--- config.mk ---
export PLATFORM = sky130hd
export DESIGN_NAME = ifetch_pc_unit
export DESIGN_NICKNAME = d
export VERILOG_FILES = /design/src/rtl/ifetch_pc_unit.sv
export SDC_FILE = /design/constraint.sdc
export NUM_CORES = 1
export LEC_CHECK = 0
export CORE_ASPECT_RATIO = 1.5
export CORE_MARGIN = 3
export CORE_UTILIZATION = 45
export CTS_CLUSTER_DIAMETER = 150
export DETAILED_ROUTE_END_ITERATION = 10
export PLACE_DENSITY = 0.8
export SYNTH_ARGS = -nofsm -noshare
export SYNTH_HDL_FRONTEND = slang
export SYNTH_SLANG_ARGS = --single-unit
--- constraint.sdc ---
create_clock -name Clk -period 5.7 [get_ports Clk]
set_clock_uncertainty 0.1 [all_clocks]
set_input_delay 0.57 -clock Clk [delete_from_list [all_inputs] [get_ports Clk]]
set_output_delay 0.57 -clock Clk [all_outputs]
set_load 0.01 [all_outputs]
--- src/rtl/ifetch_pc_unit.sv ---
// ifetch_pc_unit
// Instruction-fetch stage: owns the program counter, a one-entry skid buffer
// and the IF/ID pipeline register. Fetches through a req/ack instruction
// memory handshake and absorbs stalls, flushes and redirects that arrive
// while a fetch is outstanding.
//
// Ports
//   Clk, Reset        rising-edge clock, asynchronous active-high reset
//   NextPC            next-PC mux output (PCPlus4 or branch/jump target)
//   Redirect          taken branch/jump, also the next-PC mux select
//   Stall             decode cannot accept a new IF/ID entry
//   IMemAck/IMemData  memory returns an instruction word this cycle
//   PC, PCPlus4       current fetch address and PC+4 (to mux inA)
//   IMemReq/IMemAddr  fetch request and its address
//   IFID_*            registered instruction, its PC+4, and valid flag
module ifetch_pc_unit #(
    parameter logic [31:0] RESET_PC = 32'h0000_0000
) (
    input  logic        Clk,
    input  logic        Reset,
    input  logic [31:0] NextPC,
    input  logic        Redirect,
    input  logic        Stall,
    input  logic        IMemAck,
    input  logic [31:0] IMemData,
    output logic [31:0] PC,
    output logic [31:0] PCPlus4,
    output logic        IMemReq,
    output logic [31:0] IMemAddr,
    output logic [31:0] IFID_Instr,
    output logic [31:0] IFID_PCPlus4,
    output logic        IFID_Valid
);

    typedef enum logic [1:0] {
        IDLE    = 2'd0,
        REQ     = 2'd1,
        HELD    = 2'd2,
        DISCARD = 2'd3
    } state_t;

    state_t      state, state_nxt;
    logic [31:0] pc_nxt;
    logic [31:0] hold_instr, hold_instr_nxt;
    logic [31:0] hold_pc4, hold_pc4_nxt;
    logic [31:0] redir_pc, redir_pc_nxt;
    logic [31:0] instr_nxt, pc4_nxt;
    logic        valid_nxt;

    assign PCPlus4  = PC + 32'd4;
    assign IMemReq  = (state == REQ) || (state == DISCARD);
    // PC is frozen while a fetch is outstanding (including DISCARD), so it
    // is always the outstanding address whenever the request is up.
    assign IMemAddr = PC;

    always_ff @(posedge Clk or posedge Reset) begin
        if (Reset) begin
            state        <= IDLE;
            PC           <= RESET_PC;
            hold_instr   <= '0;
            hold_pc4     <= '0;
            redir_pc     <= '0;
            IFID_Instr   <= '0;
            IFID_PCPlus4 <= '0;
            IFID_Valid   <= 1'b0;
        end else begin
            state        <= state_nxt;
            PC           <= pc_nxt;
            hold_instr   <= hold_instr_nxt;
            hold_pc4     <= hold_pc4_nxt;
            redir_pc     <= redir_pc_nxt;
            IFID_Instr   <= instr_nxt;
            IFID_PCPlus4 <= pc4_nxt;
            IFID_Valid   <= valid_nxt;
        end
    end

    // Priority inside every state: Redirect > ack > Stall.
    always_comb begin
        state_nxt      = state;
        pc_nxt         = PC;
        hold_instr_nxt = hold_instr;
        hold_pc4_nxt   = hold_pc4;
        redir_pc_nxt   = redir_pc;
        instr_nxt      = IFID_Instr;
        pc4_nxt        = IFID_PCPlus4;
        valid_nxt      = IFID_Valid;

        case (state)
            IDLE: begin
                state_nxt = REQ;
                valid_nxt = 1'b0;
            end

            REQ: begin
                if (Redirect) begin
                    valid_nxt = 1'b0;
                    if (IMemAck) begin
                        // wrong-path data is dropped, refetch at target
                        pc_nxt = NextPC;
                    end else begin
                        // cannot retract the request: park the target
                        redir_pc_nxt = NextPC;
                        state_nxt    = DISCARD;
                    end
                end else if (IMemAck) begin
                    pc_nxt = NextPC;
                    if (!Stall) begin
                        instr_nxt = IMemData;
                        pc4_nxt   = PCPlus4;
                        valid_nxt = 1'b1;
                    end else begin
                        // decode is busy: keep the word aside, IF/ID holds
                        hold_instr_nxt = IMemData;
                        hold_pc4_nxt   = PCPlus4;
                        state_nxt      = HELD;
                    end
                end else if (!Stall) begin
                    valid_nxt = 1'b0;
                end
            end

            HELD: begin
                if (Redirect) begin
                    pc_nxt    = NextPC;
                    valid_nxt = 1'b0;
                    state_nxt = REQ;
                end else if (!Stall) begin
                    instr_nxt = hold_instr;
                    pc4_nxt   = hold_pc4;
                    valid_nxt = 1'b1;
                    state_nxt = REQ;
                end
            end

            DISCARD: begin
                valid_nxt = 1'b0;
                if (IMemAck) begin
                    // a redirect in the ack cycle is the newest target
                    pc_nxt    = Redirect ? NextPC : redir_pc;
                    state_nxt = REQ;
                end else if (Redirect) begin
                    redir_pc_nxt = NextPC;
                end
            end

            default: state_nxt = IDLE;
        endcase
    end

endmodule

==> impl_metrics.ini, run 1 <==
[run_status]
status = finished clean

[detailed_routing]
dr.pass1.iters = 6
ant_nets = 0
wl_met2_mm = 12.1
dr_total_vias = 6997
wl_per_cell_um = 18.0
detail_route.iter0.violations = 404
wirelength_met1_mm = 8.93
wl_met3_mm = 1.47
via_per_inst = 5.31
highest_layer = met4
drc = 0
postRouteWirelength_mm = 23.7

[sta]
min_period_ns = 3.78
slew_headroom = 0.217
setup_viol = 0
max_slew.worst_pin.slew_ns = 1.17
fmax_ghz = 0.265
finalMaxSlewViolations = 0
tns_ns = 0
fin_ws_ns = 1.92
rsz0062_at_grt = false
layout_worst_path_cycle_share = 0.662
hold_violations = 0

[place]
place_congestion = 0.899
io_buffers = 230
place_ws_ns = 2.41
dp_hpwl_mm = 17.2

[global_route]
grt_max_degree = 196
grt_pass1_vias = 7140
grt_antenna_before_repair = 0
overflow = 0
grtUsageTotal = 0.222
grt_pass1_wl_mm = 38.5

[logic_synthesis]
yosysTopAreaCell = dfrtp_1
yosys_warnings = 0
synth_enable_flop_cells = 0
yosysSeqAreaShare = 0.539
avgSynthCellArea_um2 = 10.3
synth_top_area_share = 0.539
synth_top_flop_cell = dfrtp_1
synth.distinct_cells = 49
netlist_area_um2 = 9050
postSynth.asyncResetShare = 1.00
synth_nets = 948
syn_inst = 878
synth_area_leaders = dfrtp_1 (54%), mux2_2 (10%), nand2_1 (6.5%), o21ai_0 (4.1%), mux2i_1 (3.5%)
ys_ff_latch = 195

[power]
p_int_mw = 3.04
switching_share = 0.318
leakage_nw = 5.20
pwr-share-seq = 0.442
switchingPower_mw = 1.42
clkPwrFrac = 0.279
combPwrFrac = 0.279
irDropWorstVdd_mv = 0.215
p_per_area_nw_per_um2 = 373

[min_path]
holdPathStages = 2
hold_class = flop to flop

[worst_setup_path]
worst_setup_path_end_kind = primary output
required_ns = 5.03
cp_max_fo = 12
path_cells = ha_1 -> nand3_1 -> nor2_1 -> nand3_1 -> xor2_1 -> inv_1 -> clkdlybuf4s50_1
rr_worst_depth = 7
slowest_stage = nor2_1
path_class = flop to primary output
max_stage_delay_ns = 0.66
crit_path_start_kind = flop
arrival_ns = 3.11
cp_common_cell = nand3_1

[clock_tree]
cts-root-buf = clkbuf_16
postCtsSetupBuffers = 0
cts_tree = built
clk_pin_slew_ns = 0.08
htree_levels = 4
cts_resized = 0
cts_buffer_depth = 2
cts_buffers = 17
cts.sink_count = 195
clock_latency_ns = 0.44
cts_hold_buf = 0

[run]
maxCapViolations = 0

[finish]
fin_util = 0.614
antennaDiodeCount = 0
fin_nets = 1119
layout-area-overhead-vs-synth_pct = 32.1
nFillCells = 1602
drive_gt1_frac = 0.131

[floorplan]
pin_count = 231
rows = 62
core-area_um2 = 19500
start_util = 0.465
die_h_um = 180
die_area_um2 = 21900
die_width_um = 122
==> cells in the mapped netlist, types with 3 or more instances <==
| cell | instances |
|---|---|
| inv_1 | 21 |
| nor2b_1 | 3 |
| nor2_1 | 60 |
| buf_4 | 34 |
| buf_1 | 9 |
| dfrtp_1 | 195 |
| xnor2_1 | 12 |
| buf_2 | 11 |
| nand2_1 | 156 |
| a21oi_1 | 9 |
| o22ai_1 | 4 |
| and4_1 | 5 |
| o211ai_1 | 6 |
| clkbuf_1 | 34 |
| nor4_1 | 4 |
| xor2_1 | 9 |
| and3_1 | 3 |
| nand3_1 | 23 |
| nor3_1 | 8 |
| mux2i_1 | 32 |
| nand4_1 | 9 |
| mux2_2 | 83 |
| or2_1 | 4 |
| a31oi_1 | 39 |
| o21ai_0 | 74 |
==> area by class of cell <==
class / count / area [µm²] / share of cell area
clock buffer: 17 / 425 / 0.0356
clock inverter: 15 / 214 / 0.0179
inverter: 21 / 82.6 / 0.00691
multi-input combinational: 573 / 3640 / 0.304
sequential: 195 / 4880 / 0.408
tap: 256 / 320 / 0.0268
timing repair buffer: 241 / 2400 / 0.201
==> worst max-delay path, delay by kind of cell, from the launching register on <==
family	cells	cell delay, ns
AND/OR/NAND/NOR	3	0.99
adder cells (fa/ha/maj)	1	0.26
XOR/XNOR	1	0.35
flip-flops	1	0.53
buffers and inverters	2	0.55
==> layout by cell type, fill, tap and decap left out, drive strengths merged, types with 7 or more instances in the layout <==
| cell | netlist | final |
|---|---|---|
| mux2i | 32 | 32 |
| nor2 | 60 | 60 |
| nand4 | 12 | 12 |
| xor2 | 9 | 9 |
| clkbuf | 34 | 17 |
| nor3 | 9 | 9 |
| xnor2 | 12 | 12 |
| a31oi | 39 | 39 |
| clkinv | 0 | 7 |
| dfrtp | 195 | 195 |
| nand3 | 23 | 23 |
| nand2 | 156 | 156 |
| inv | 21 | 28 |
| mux2 | 83 | 83 |
| clkdlybuf4s50 | 0 | 230 |
| buf | 55 | 11 |
| a21oi | 9 | 9 |
| o21ai | 75 | 75 |
==> flip-flops by register name (all words and copies together) (netlist names) <==
name          count
IFID_Instr       32
IFID_PCPlus4     32
IMemAddr         32
hold_instr       32
hold_pc4         32
redir_pc         32
state             2
IFID_Valid        1
==> metal layers <==
layer | global-route usage | vias up
met1 | 0.253 | 3365
met4 | 0.113 | 0
met5 | 0 | -
li1 | - | 3328
met3 | 0.0569 | 61
met2 | 0.380 | 243
==> cells by family after synthesis <==
kind of cell    share of synthesized area
xor+xnor                           0.0203
buf+inv                            0.0621
fa+ha+maj                         0.00138
mux                                 0.139
flops                               0.539
simple gates                        0.148
compound gates                     0.0904
==> per-stage QoR <==
step           area, µm²  hold slack (ns)  power (mW)  std cells
2_1_floorplan       9050            0.349        2.56        878
3_3_place_gp       11300            0.361        3.21       1286
3_5_place_dp       11300            0.370        3.25       1286
4_1_cts            12000            0.388        4.50       1318
5_1_grt            12000            0.414        4.70       1318
6_report           12000            0.381        4.46       1318
==> path summary, 6_finish.rpt <==
kind	startpoint	endpoint	slack, ns
worst max-delay path	IMemAddr[2]	PCPlus4[14]	1.92
worst min-delay path	IFID_PCPlus4[6]	IFID_PCPlus4[6]	0.38
worst max register to register	state[0]	IFID_PCPlus4[27]	3.04
worst min register to register	IFID_PCPlus4[6]	IFID_PCPlus4[6]	0.38
max in group asynchronous	Reset	IMemAddr[5]	3.97
min in group asynchronous	Reset	hold_pc4[8]	0.58
==> power by group through the flow <==
stage                     combinational (mW)  sequential, mW  clock, mW
after floorplan                        0.553            2.01          0
after CTS                               1.26            1.97       1.27
after global routing                    1.35            2.02       1.33
final                                   1.24            1.97       1.24
after detailed placement                1.26            2.00          0
after global placement                  1.24            1.97          0
Note: power is estimated with default switching activity, not from simulation.
==> inputs of run 2 (changes only) <==
==> constraint.sdc (replaced) <==
create_clock -name Clk -period 3.2 [get_ports Clk]
set_clock_uncertainty 0.1 [all_clocks]
set_input_delay 0.32 -clock Clk [delete_from_list [all_inputs] [get_ports Clk]]
set_output_delay 0.32 -clock Clk [all_outputs]
set_load 0.01 [all_outputs]
==> run 2 against run 1 <==
- global-route usage rose by 0.39 points
- sequential cell count is the same
- combinational power grew 85%
- clock-buffer cell count unchanged
- final cell count grew 1.4%
- sequential power increased by 78%
- via count grew 2.0%
- first-iteration DRC count grew 26%
- sequential share of layout area fell by 0.61 points
- worst setup slack lost 1.8 ns
- register-to-register slack lost 2.1 ns
- critical path type unchanged
- largest power group unchanged
==> impl_metrics.ini, run 2 (same netlist as run 1, synthesis figures left out) <==
[detailed_routing]
wl_met2_mm = 12.4
wl_met3_mm = 1.33
wl_per_cell_um = 18.3
ant_nets = 0
dr.pass1.iters = 7
wirelength_met1_mm = 9.44
via_per_inst = 5.34
postRouteWirelength_mm = 24.5
drc = 0
detail_route.iter0.violations = 508
highest_layer = met4
dr_total_vias = 7137

[floorplan]
die_area_um2 = 21900
start_util = 0.465
die_h_um = 180
core-area_um2 = 19500
die_width_um = 122
pin_count = 231
rows = 62

[power]
power_mw = 7.99
leakage_nw = 5.30
p_per_area_nw_per_um2 = 657
irDropWorstVdd_mv = 0.302

[clock_tree]
cts.sink_count = 195
cts-root-buf = clkbuf_16
clk_pin_slew_ns = 0.08
cts_buffers = 17
clock_latency_ns = 0.44
htree_levels = 4
cts_tree = built
cts_buffer_depth = 2

[sta]
tns_ns = 0
hold-worst-slack_ns = 0.282
slew_headroom = 0.462
min_period_ns = 3.08
hold_violations = 0
fmax_ghz = 0.325
finalMaxSlewViolations = 0
max_slew.worst_pin.slew_ns = 0.806
fin_ws_ns = 0.123
setup_viol = 0
layout_worst_path_cycle_share = 0.962

[run]
maxCapViolations = 0

[worst_setup_path]
cp_max_fo = 11
path_class = flop to primary output
arrival_ns = 2.66
crit_path_start_kind = flop
r2r-start = IMemAddr[2]
crit_start = IMemAddr[12]
rr_worst_depth = 7
worst_setup_path_end_kind = primary output
endpoint = PCPlus4[25]
r2r-end = IFID_PCPlus4[22]
required_ns = 2.78
reg2reg_setup_slack_ns = 0.98

[place]
place_ws_ns = 0.363
place_congestion = 0.939
io_buffers = 230
place_area_um2 = 11500
dp_hpwl_mm = 18.0
dp.cells = 1299

[finish]
layout-area-overhead-vs-synth_pct = 34.5
antennaDiodeCount = 0
layout_commonest_cell = clkdlybuf4s50_1
seq_area_um2 = 4890
multi_input_area_um2 = 3690
fin_nets = 1138
drive_gt1_frac = 0.166
final_cell_mix = clkdlybuf4s50_1 (229), dfrtp_1 (183), nand2_1 (155)
layout.cells.non_filler = 1337
nFillCells = 1593
fin_util = 0.625
design_area_um2 = 12200

[global_route]
grt_pass1_wl_mm = 38.9
grt_antenna_before_repair = 0
overflow = 0
grt_pass1_vias = 7195
grtUsageTotal = 0.226
grt_max_degree = 69

[min_path]
hold_class = input port to asynchronous set/reset pin

[run_status]
status = finished clean
run 2: timing repair:
item / 4_1_cts / 5_1_grt
hold buffers: 0 / 0
resized for setup: 4 / 18
gates cloned: 0 / 0
endpoints found under the setup margin: 9 / 13
pin swaps: 0 / 1
setup buffers: 0 / 6
run 2: per-layer routing:
layer  vias to the layer above  global-route usage
li1                       3382                   -
met1                      3439               0.270
met2                       257               0.378
met3                        59              0.0459
met4                         0               0.122
met5                         -                   0
run 2: cell type report:
class	instances	share of cell area
Clock buffer	17	0.0349
Clock inverter	15	0.0150
Inverter	21	0.00678
Multi-Input combinational cell	573	0.303
Sequential cell	195	0.402
Tap cell	256	0.0263
Timing Repair Buffer	260	0.212
run 2: how the worst min path moves through the flow:
stage                     start               end  slack [ns]
2_1_floorplan      hold_pc4[10]      hold_pc4[10]        0.35
3_3_place_gp       hold_pc4[17]      hold_pc4[17]        0.36
3_5_place_dp   IFID_PCPlus4[21]  IFID_PCPlus4[21]        0.37
4_1_cts                   Reset    IFID_Instr[16]        0.29
5_1_grt                   Reset       hold_pc4[8]        0.35
6_report                  Reset       hold_pc4[8]        0.28
run 2: power breakdown:
part	leakage (nW)	internal, mW	total (mW)	switching, mW
sequential	2.32	3.08	3.50	0.425
clock	0.300	1.13	2.20	1.07
combinational	2.68	1.29	2.29	1.00
total	5.30	5.50	7.99	2.49
run 2: worst max-delay path, cell delays in order (launching register included):
cell and delay (ns):
dfrtp_2 0.45, nand4_4 0.20, nor4_4 0.36, buf_4 0.22, nand4_1 0.15, xor2_2 0.20, inv_1 0.08, clkdlybuf4s50_1 0.55
